File: src/rtl/mips_cpu_muldiv.sv
// Iterative MIPS multiply/divide unit that owns the HI/LO pair.
// It resolves one bit per enabled cycle and then applies a sign fix-up in one more cycle.
module mips_cpu_muldiv #(
  parameter int unsigned WIDTH = 32
) (
  input  logic             clk,
  input  logic             reset,
  input  logic             clk_enable,
  input  logic             start,
  input  logic [1:0]       op,
  input  logic [WIDTH-1:0] a,
  input  logic [WIDTH-1:0] b,
  input  logic             mthi,
  input  logic             mtlo,
  input  logic             cancel,
  output logic [WIDTH-1:0] hi,
  output logic [WIDTH-1:0] lo,
  output logic             busy,
  output logic             done
);

  localparam int unsigned CW = $clog2(WIDTH + 1);

  typedef enum logic [1:0] {IDLE, RUN, FIX} state_e;

  state_e             state_q, state_d;
  logic [CW-1:0]      cnt_q, cnt_d;
  logic [2*WIDTH-1:0] acc_q, acc_d;
  logic [WIDTH-1:0]   rem_q, rem_d;
  logic [WIDTH-1:0]   opnd_q, opnd_d;
  logic [WIDTH-1:0]   a_q, a_d;
  logic               is_div_q, is_div_d;
  logic               neg_q, neg_d;
  logic               rneg_q, rneg_d;
  logic               bzero_q, bzero_d;
  logic [WIDTH-1:0]   hi_q, hi_d;
  logic [WIDTH-1:0]   lo_q, lo_d;
  logic               busy_q, busy_d;
  logic               done_q, done_d;

  logic               signed_op;
  logic [WIDTH-1:0]   a_mag, b_mag;
  logic [WIDTH:0]     mul_sum;
  logic [WIDTH:0]     div_shift;
  logic               div_ge;
  logic [2*WIDTH-1:0] prod;
  logic [WIDTH-1:0]   quot, remd;

  always_comb begin
    state_d  = state_q;
    cnt_d    = cnt_q;
    acc_d    = acc_q;
    rem_d    = rem_q;
    opnd_d   = opnd_q;
    a_d      = a_q;
    is_div_d = is_div_q;
    neg_d    = neg_q;
    rneg_d   = rneg_q;
    bzero_d  = bzero_q;
    hi_d     = hi_q;
    lo_d     = lo_q;
    busy_d   = busy_q;
    done_d   = done_q;

    signed_op = ~op[0];
    a_mag     = (signed_op && a[WIDTH-1]) ? -a : a;
    b_mag     = (signed_op && b[WIDTH-1]) ? -b : b;

    // Shift-add step (multiply) and restoring step (divide)
    mul_sum   = {1'b0, acc_q[2*WIDTH-1:WIDTH]} + {1'b0, (acc_q[0] ? opnd_q : {WIDTH{1'b0}})};
    div_shift = {rem_q, acc_q[WIDTH-1]};
    div_ge    = div_shift >= {1'b0, opnd_q};

    prod = neg_q  ? -acc_q : acc_q;
    quot = neg_q  ? -acc_q[WIDTH-1:0] : acc_q[WIDTH-1:0];
    remd = rneg_q ? -rem_q : rem_q;

    if (clk_enable) begin
      done_d = 1'b0;
      case (state_q)
        IDLE: begin
          if (start && !cancel) begin
            state_d  = RUN;
            busy_d   = 1'b1;
            cnt_d    = '0;
            is_div_d = op[1];
            a_d      = a;
            bzero_d  = (b == '0);
            neg_d    = signed_op & (a[WIDTH-1] ^ b[WIDTH-1]);
            rneg_d   = signed_op & a[WIDTH-1];
            rem_d    = '0;
            if (op[1]) begin
              acc_d  = {{WIDTH{1'b0}}, a_mag};
              opnd_d = b_mag;
            end else begin
              acc_d  = {{WIDTH{1'b0}}, b_mag};
              opnd_d = a_mag;
            end
          end else begin
            if (mthi) hi_d = a;
            if (mtlo) lo_d = a;
          end
        end
        RUN: begin
          if (cancel) begin
            state_d = IDLE;
            busy_d  = 1'b0;
          end else begin
            cnt_d = CW'(cnt_q + 1'b1);
            if (cnt_q == CW'(WIDTH - 1)) state_d = FIX;
            if (is_div_q) begin
              acc_d = {acc_q[2*WIDTH-1:WIDTH], acc_q[WIDTH-2:0], div_ge};
              rem_d = div_ge ? (div_shift[WIDTH-1:0] - opnd_q) : div_shift[WIDTH-1:0];
            end else begin
              acc_d = {mul_sum, acc_q[WIDTH-1:1]};
            end
          end
        end
        FIX: begin
          state_d = IDLE;
          busy_d  = 1'b0;
          if (!cancel) begin
            done_d = 1'b1;
            if (!is_div_q) begin
              {hi_d, lo_d} = prod;
            end else if (bzero_q) begin
              hi_d = a_q;
              lo_d = {WIDTH{1'b1}};
            end else begin
              hi_d = remd;
              lo_d = quot;
            end
          end
        end
        default: begin
          state_d = IDLE;
          busy_d  = 1'b0;
        end
      endcase
    end
  end

  always_ff @(posedge clk or negedge reset) begin
    if (!reset) begin
      state_q  <= IDLE;
      cnt_q    <= '0;
      acc_q    <= '0;
      rem_q    <= '0;
      opnd_q   <= '0;
      a_q      <= '0;
      is_div_q <= 1'b0;
      neg_q    <= 1'b0;
      rneg_q   <= 1'b0;
      bzero_q  <= 1'b0;
      hi_q     <= '0;
      lo_q     <= '0;
      busy_q   <= 1'b0;
      done_q   <= 1'b0;
    end else begin
      state_q  <= state_d;
      cnt_q    <= cnt_d;
      acc_q    <= acc_d;
      rem_q    <= rem_d;
      opnd_q   <= opnd_d;
      a_q      <= a_d;
      is_div_q <= is_div_d;
      neg_q    <= neg_d;
      rneg_q   <= rneg_d;
      bzero_q  <= bzero_d;
      hi_q     <= hi_d;
      lo_q     <= lo_d;
      busy_q   <= busy_d;
      done_q   <= done_d;
    end
  end

  assign hi   = hi_q;
  assign lo   = lo_q;
  assign busy = busy_q;
  assign done = done_q;

endmodule

File: config.mk
export PLATFORM = sky130hd
export DESIGN_NAME = mips_cpu_muldiv
export DESIGN_NICKNAME = d
export VERILOG_FILES = /design/src/rtl/mips_cpu_muldiv.sv
export SDC_FILE = /design/constraint.sdc
export NUM_CORES = 1
export LEC_CHECK = 0
export CORE_MARGIN = 8
export CORE_UTILIZATION = 60
export CTS_BUF_LIST = sky130_fd_sc_hd__clkbuf_2
export DETAILED_ROUTE_END_ITERATION = 12
export HOLD_SLACK_MARGIN = 0.03
export MAX_ROUTING_LAYER = met4
export PLACE_DENSITY = 0.82
export SLEW_MARGIN = 10
export SYNTH_ARGS = -nofsm -noshare
export SYNTH_HDL_FRONTEND = slang
export SYNTH_SLANG_ARGS = --single-unit
File: constraint.sdc
create_clock -name clk -period 4.65 [get_ports clk]
set_input_delay 0.93 -clock clk [delete_from_list [all_inputs] [get_ports clk]]
set_output_delay 0.93 -clock clk [all_outputs]
set_load 0.05 [all_outputs]
### Word-level counts from Yosys, hierarchy flattened

Index checks and enable logic that the tools add are counted.

| word-level totals | value |
|---|---|
| output and inout bits | 66 |
| register bits | 238 |

| operators by class | value |
|---|---|
| mux-type cells | 41 |
| order comparisons | 1 |
| eq/ne operators | 13 |
| add/subtract/negate cells | 8 |
| reduce and logical (&&, ||, !) cells | 16 |
| bitwise logic cells | 4 |

Operators with widths:

| kind | number |
|---|---|
| $mux 32 | 21 |
| $mux 64 | 4 |
| $pmux 32 s2 | 3 |
| $neg 32->32 | 4 |
| $pmux 64 s2 | 1 |
| $neg 64->64 | 1 |
| $add 32x32->33 | 1 |
| $ge 33x32->1 | 1 |
| $logic_not 32->1 | 1 |
| $sub 32x32->32 | 1 |
| $reduce_and 5->1 | 4 |
| $ne 2x2->1 const B | 9 |
| $mux 6 | 2 |
| $pmux 6 s2 | 1 |
| $reduce_and 3->1 | 3 |
| $add 6x1->6 const B | 1 |
| $eq 6x5->1 const B | 1 |
| $mux 2 | 3 |
| $mux 1 | 4 |
| $pmux 2 s2 | 1 |
| $reduce_and 4->1 | 1 |
| $reduce_bool 2->1 | 2 |
| $logic_and 1x1->1 | 3 |
| $ne 3x3->1 const B | 1 |
| other kinds (8) | 9 |

### Depth between registers and ports, before layout

Gate-level depths: netlist (run 1).

| depth | value |
|---|---|
| depth after elaboration | 6 |
| depth in mapped cells | 14 |

### Worst setup path before layout (run 1)

No wires, ideal clock.

| path | value |
|---|---|
| path type | register to register |
| from | register acc_q[17] |
| to | register hi_q[29], in the netlist hi[29] |
| buffers on the path | 1 |
| arrival | 3401 ps |
| slack | 1106 ps |
| stages on the path, launching flop included | 10 |
| clock period less this slack | 3544 ps |
| cells stage by stage | dfrtp_1 -> or4_4 -> or4_4 -> or4_4 -> buf_6 -> or3_4 -> or4_4 -> o41ai_4 -> xor2_1 -> a21oi_1 |

| between the ends | value |
|---|---|
| word-level cells in the longest chain between the ends | 5 |

Ends and longest elaborated chain:

| element | RTL line | source |
|---|---|---|
| from (decl) | 28 | `logic [2*WIDTH-1:0] acc_q, acc_d;` |
| from (signal assigned) | 147 | `acc_q <= '0;` |
| from (signal assigned) | 162 | `acc_q <= acc_d;` |
| $neg 64->64 | 74 | `prod = neg_q ? -acc_q : acc_q;` |
| $mux 64 | 74 |  |
| $mux 32 | 124 | `if (!is_div_q) begin` |
| $mux 32 | 122 | `if (!cancel) begin` |
| $pmux 32 s2 | 80 | `case (state_q)` |
| to (signal assigned) | 170 | `hi_q <= hi_d;` |
| to (decl) | 36 | `logic [WIDTH-1:0] hi_q, hi_d;` |

Every way passes these cells. The select of a mux whose other input is x is not followed.
A chain may end at the register's enable or synchronous reset.

### Worst setup path after layout (run 1)

| path | value |
|---|---|
| from | register acc_q[16] |
| to | register hi_q[25], in the netlist hi[25] |

Same word-level chain as after synthesis.

==> flow_summary.ini, run 1 <==
[critical_path]
worstSetupPathType = register to register
arrival_ns = 4.74
crit_path_max_incr_delay_ns = 0.59
cp.depth = 9
cpMaxStageDelayCell = or4_4
rr_worst_depth = 9
critPathBufInv = 0
crit_required_ns = 5.44
start_kind = register
end_kind = register
cp_top_family = simple AND/OR/NAND/NOR gates
worstPathCellList = or4_4, or4_4, or3_2, or3_1, or3_1, o31ai_1, xor2_1, mux2_2, a31oi_1
crit_fanout = 6

[clock_network]
cts_resized = 0
cts_hold_buf = 0
clockRootBuffer = clkbuf_2
clock_sinks = 238
clk_latency_ns = 0.94
cts_setup_buffers = 0
htree_num_levels = 3
cts_buffer_depth = 3
clk_pin_slew_worst_paths_ns = 0.11
cts_tree = built
cts_made_buffers = 70

[sta]
worst_pin_slew_ns = 1.10
hold_viol = 0
fin_crit_ns = 3.95
slew_violations = 0
max-slew-margin-rel_pct = 26.7
hold_ws_ns = 0.0425
rsz0062_at_grt = false
finClkSkew_ns = 0.0862
fmax_mhz = 253
finalSetupViolCount = 0
period_share_pct = 85.0
finalSetupTns_ns = 0

[drt]
firstDrtPassIters = 9
antenna_left = 0
vias = 18784
routedWlPerCell_microns = 23.3
wirelength_microns = 66700
drc = 0
drtIter0Drc = 2566
routed_via_density = 6.57

[logic_synthesis]
yosys-top-cells-area = dfrtp_1, nand2_1, o21ai_0, xnor2_1, a21oi_1
ys.flop_type = dfrtp_1
synth_most_common_cell = nand2_1
syn_nets = 2464
yosys.area.top_type = dfrtp_1
synth_edf_count = 0
synth.top_cell.area_share_pct = 32.8
synth.yosys.seq_area_share_pct = 32.8
syn_area_sq_um = 18200
yosys_register_bits = 238
synthTopCellsByCount = nand2_1, o21ai_0, dfrtp_1, nor2_1, a21oi_1
synthCells = 2320
avgSynthCellArea_sq_um = 7.83
ys_warn_count = 0
async_flop_share_pct = 100
synth_cell_type_count = 77

[floorplanning]
core_area_sq_um = 29700
start_util_pct = 61.1
rows = 63
dieWidth_microns = 190
dieArea_sq_um = 36100
top_level_ports = 139
die_height_microns = 190

[placed_design]
post_dp_cell_area_sq_um = 19800
place_congestion = 1.04
port_buffers = 138
place_hpwl_microns = 50200

[layout]
drive_gt1_share_pct = 8.18
fin_area_sq_um = 20400
final_util_pct = 68.8
area_growth_syn_to_layout_pct = 12.6
layout.nets = 2563

[power]
peakVddDrop_mv = 0.291
p_per_area_nw_per_um2 = 498
p_leak_nw = 9.01

[global_routing]
grt_start_max_net_pins = 104
gr-total-overflow = 0
grt_pass1_vias = 17428
antenna_found_initial = 2
grt_pass1_wl_microns = 102000
grt.total_usage_pct = 37.2

[run]
cap_violations = 0

[status]
status = completed

[worst_hold_path]
holdCritPathClass = input port to asynchronous set/reset pin
-- cell type report --
class,count,area (sq um)
Clock buffer,103,515
Multi-Input combinational cell,1861,11400
Clock inverter,18,96.3
Sequential cell,238,5960
Timing Repair Buffer,180,1730
Antenna cell,3,7.51
Tap cell,390,488
Fill cell,2462,9270
Inverter,68,255
-- registers in the layout (all words and copies together), names as in the netlist --
signal	cells
lo	32
acc_q	64
opnd_q	32
neg_q	1
is_div_q	1
rneg_q	1
rem_q	32
bzero_q	1
cnt_q	6
state_q	2
busy	1
done	1
hi	32
a_q	32
-- worst reg2reg max path, delay by kind of cell (launching register included) --
family	cells	cell delay [ns]
AND/OR/NAND/NOR	5	2.58
flip-flops	1	0.46
AO/OA/AOI/OAI	2	0.42
multiplexers	1	0.27
XOR/XNOR	1	0.10
-- power by group --
group	switching, mW	total [mW]	internal (mW)
clock	0.983	1.62	0.641
combinational	3.32	5.23	1.91
sequential	0.747	3.34	2.60
total	5.05	10.2	5.15
-- kinds of logic after synthesis --
kind of cell | after synthesis | share of synthesized area (%)
AO/OA/AOI/OAI | 712 | 23.8
buffers and inverters | 221 | 4.61
AND/OR/NAND/NOR | 802 | 19.9
flip-flops | 238 | 32.8
XOR/XNOR | 200 | 9.65
multiplexers | 76 | 4.26
adder cells (fa/ha/maj) | 71 | 4.97
-- cells in the final DEF (no fill, tap or decap), types with 41 or more instances in the layout --
| cell | count |
|---|---|
| a21oi_1 | 180 |
| clkbuf_2 | 103 |
| clkdlybuf4s50_1 | 136 |
| dfrtp_1 | 235 |
| ha_1 | 69 |
| inv_1 | 66 |
| mux2i_1 | 65 |
| nand2_1 | 351 |
| nor2_1 | 193 |
| nor3_1 | 52 |
| o21ai_0 | 262 |
| o31ai_1 | 41 |
| xnor2_1 | 119 |
| xor2_1 | 81 |
-- worst paths after layout --
| kind | from | end | slack (ns) |
|---|---|---|---|
| max | acc_q[16]$_DFFE_PN0P_ | hi[25]$_DFFE_PN0P_ | 0.70 |
| min | reset | acc_q[51]$_DFFE_PN0P_ | 0.04 |
| max reg2reg | acc_q[16]$_DFFE_PN0P_ | hi[25]$_DFFE_PN0P_ | 0.70 |
| min reg2reg | lo[23]$_DFFE_PN0P_ | lo[23]$_DFFE_PN0P_ | 0.49 |
| max in group asynchronous | reset | hi[15]$_DFFE_PN0P_ | 3.47 |
| min in group clk | lo[23]$_DFFE_PN0P_ | lo[23]$_DFFE_PN0P_ | 0.49 |
-- stage by stage --
step	setup WS, ns	power, mW	std cells
floorplan	1.11	6.68	2320
global placement	0.552	8.29	2737
detailed placement	0.445	8.43	2737
CTS	0.758	10.0	2858
global route	0.553	10.8	2860
finish	0.698	10.2	2861
-- layer usage --
layer	track usage, %	part of all wire (%)	vias up
li1	-	-	8513
met1	51.0	41	8825
met2	49.9	40	1227
met3	8.97	13	219
met4	19.4	5.7	0
met5	-	0	-
No activity file was read; power rests on OpenSTA's default activity.
==> inputs of run 2 (changes only) <==
- CORE_UTILIZATION: 60 -> 56
- PLACE_DENSITY: 0.82 -> 0.8
- clock period: 4.65 -> 3.4 ns (I/O delays scaled with it)
==> run 2 against run 1 <==
Net effect: critical endpoint unchanged; clock skew grew 0.048 ns; combinational power grew 61%; global-route usage fell by 0.17 points; the flow now finishes with violations (negative setup slack).
==> flow_summary.ini, run 2 (synthesis gave the netlist of run 1 again) <==
[status]
status = finished with violations
violations = negative setup slack

[clock_network]
cts_made_buffers = 70
htree_num_levels = 3
clk_latency_ns = 1.00
cts_buffer_depth = 3
clock_sinks = 238
clk_pin_slew_worst_paths_ns = 0.11
clockRootBuffer = clkbuf_2
cts_tree = built

[power]
switching_share_pct = 48.3
p_leak_nw = 9.93
clockPowerShare_pct = 15.1
combPwrFrac_pct = 56.4
p_int_mw = 7.73
p_per_area_nw_per_um2 = 676
p_seq_share_pct = 28.5
p_sw_mw = 7.22
peakVddDrop_mv = 0.327

[drt]
firstDrtPassIters = 6
antenna_left = 0
routedWlPerCell_microns = 23.3
routed_via_density = 6.37
vias = 19503
drtIter0Drc = 2572
wirelength_microns = 71300
drc = 0

[critical_path]
worstSetupPathType = register to register
crit_required_ns = 4.26
critPathBufInv = 0
critPathMostFrequentCell = or3_4
cp_top_family = simple AND/OR/NAND/NOR gates
worstReg2RegStart = acc_q[16]$_DFFE_PN0P_
r2r-end = hi[25]$_DFFE_PN0P_
end_kind = register
rr_worst_depth = 9
start_kind = register
arrival_ns = 4.31
crit_fanout = 5
cpMaxStageDelayCell = or4_4
crit_path_max_incr_delay_ns = 0.55
worstPathCellList = or4_4, or4_4, or3_4, or3_4, or3_4, o31ai_4, xor2_1, mux2_4, a31oi_4
r2r_slack_ns = -0.05

[global_routing]
grt_start_max_net_pins = 104
antenna_found_initial = 3
grt.total_usage_pct = 37.0
grt_pass1_wl_microns = 107000
grt_pass1_vias = 18075
gr-total-overflow = 0

[layout]
layout.nets = 2746
layout_commonest_cell = nand2_1
drive_gt1_share_pct = 15.6
largest_register = acc_q
fin_area_sq_um = 22100
largest_register_ffs = 64
area_growth_syn_to_layout_pct = 21.8
mostFrequentLayoutCells = nand2_1, o21ai_0, dfrtp_1
fin_cells = 3060
final_util_pct = 68.7

[placed_design]
place_congestion = 1.07
place_hpwl_microns = 55000
dpl.cell_count = 2935
port_buffers = 138
post_dp_cell_area_sq_um = 21300

[run]
cap_violations = 0

[sta]
hold_viol = 0
finalSetupViolCount = 1
period_share_pct = 101
finClkSkew_ns = 0.134
finalSetupTns_ns = -0.0450
fmax_mhz = 290
fin_crit_ns = 3.45
rsz0062_at_grt = true
setup_ws_ns = -0.0450
slew_violations = 0
worst_pin_slew_ns = 1.01
max-slew-margin-rel_pct = 32.6

[floorplanning]
top_level_ports = 139
dieWidth_microns = 196
start_util_pct = 56.4
die_height_microns = 196
rows = 66
core_area_sq_um = 32200
dieArea_sq_um = 38400

[worst_hold_path]
holdCritPathClass = input port to asynchronous set/reset pin
run 2: worst register-to-register path, cell delays in order, from the launching register on:
cell and delay, ns:
dfrtp_1 0.39, or4_4 0.55, or4_4 0.46, or3_4 0.41, or3_4 0.42, or3_4 0.41
o31ai_4 0.19, xor2_1 0.09, mux2_4 0.29, a31oi_4 0.16
run 2: per-stage QoR:
step	setup slack (ns)	power, mW	hold WS [ns]
5_1_grt	-0.0968	15.7	0.249
6_report	-0.0450	15.0	0.247
4_1_cts	-0.0456	14.5	0.201
3_5_place_dp	-0.251	12.3	0.463
2_1_floorplan	-0.0585	9.15	0.384
3_3_place_gp	-0.264	12.1	0.450
run 2: power groups by stage:
stage | clock (mW) | combinational (mW) | sequential, mW
2_1_floorplan | 0 | 4.34 | 4.81
3_3_place_gp | 0 | 7.83 | 4.25
3_5_place_dp | 0 | 8.00 | 4.28
4_1_cts | 2.26 | 8.04 | 4.23
5_1_grt | 2.41 | 8.97 | 4.34
6_report | 2.26 | 8.43 | 4.27
run 2: area by class of cell:
cell class	instances	area (sq um)
clock buffers	93	465
inverters	68	255
clock inverters	27	168
diodes	2	5.00
multi-input cells	1861	11600
repair buffers	363	3150
well taps	408	510
flip-flops and latches	238	5960
fillers	2669	10100
run 2: repair_timing:
| item | CTS | global route |
|---|---|---|
| setup buffers | 0 | 2 |
| resized for setup | 7 | 39 |
| endpoints found under the hold margin | 61 | 0 |
| hold buffers | 1 | 0 |
| setup endpoints to repair | 9 | 25 |
| pin swaps | 4 | 11 |
run 2: worst max path at each step:
stage	from	to	slack, ns	cells after the start
2_1_floorplan	acc_q[16]$_DFFE_PN0P_	hi[29]$_DFFE_PN0P_	-0.06	9
3_3_place_gp	a[19]	acc_q[29]$_DFFE_PN0P_	-0.26	10
3_5_place_dp	a[19]	acc_q[29]$_DFFE_PN0P_	-0.25	10
4_1_cts	acc_q[16]$_DFFE_PN0P_	hi[25]$_DFFE_PN0P_	-0.05	9
5_1_grt	acc_q[16]$_DFFE_PN0P_	hi[25]$_DFFE_PN0P_	-0.1	9
6_report	acc_q[16]$_DFFE_PN0P_	hi[25]$_DFFE_PN0P_	-0.05	9
run 2: routing by layer:
metal,share of wire [%],up-vias,global-route usage (%)
li1,-,8860,-
met1,41,9154,50.2
met2,41,1272,50.9
met3,12,217,8.72
met4,5.4,0,18.6
met5,0,-,-
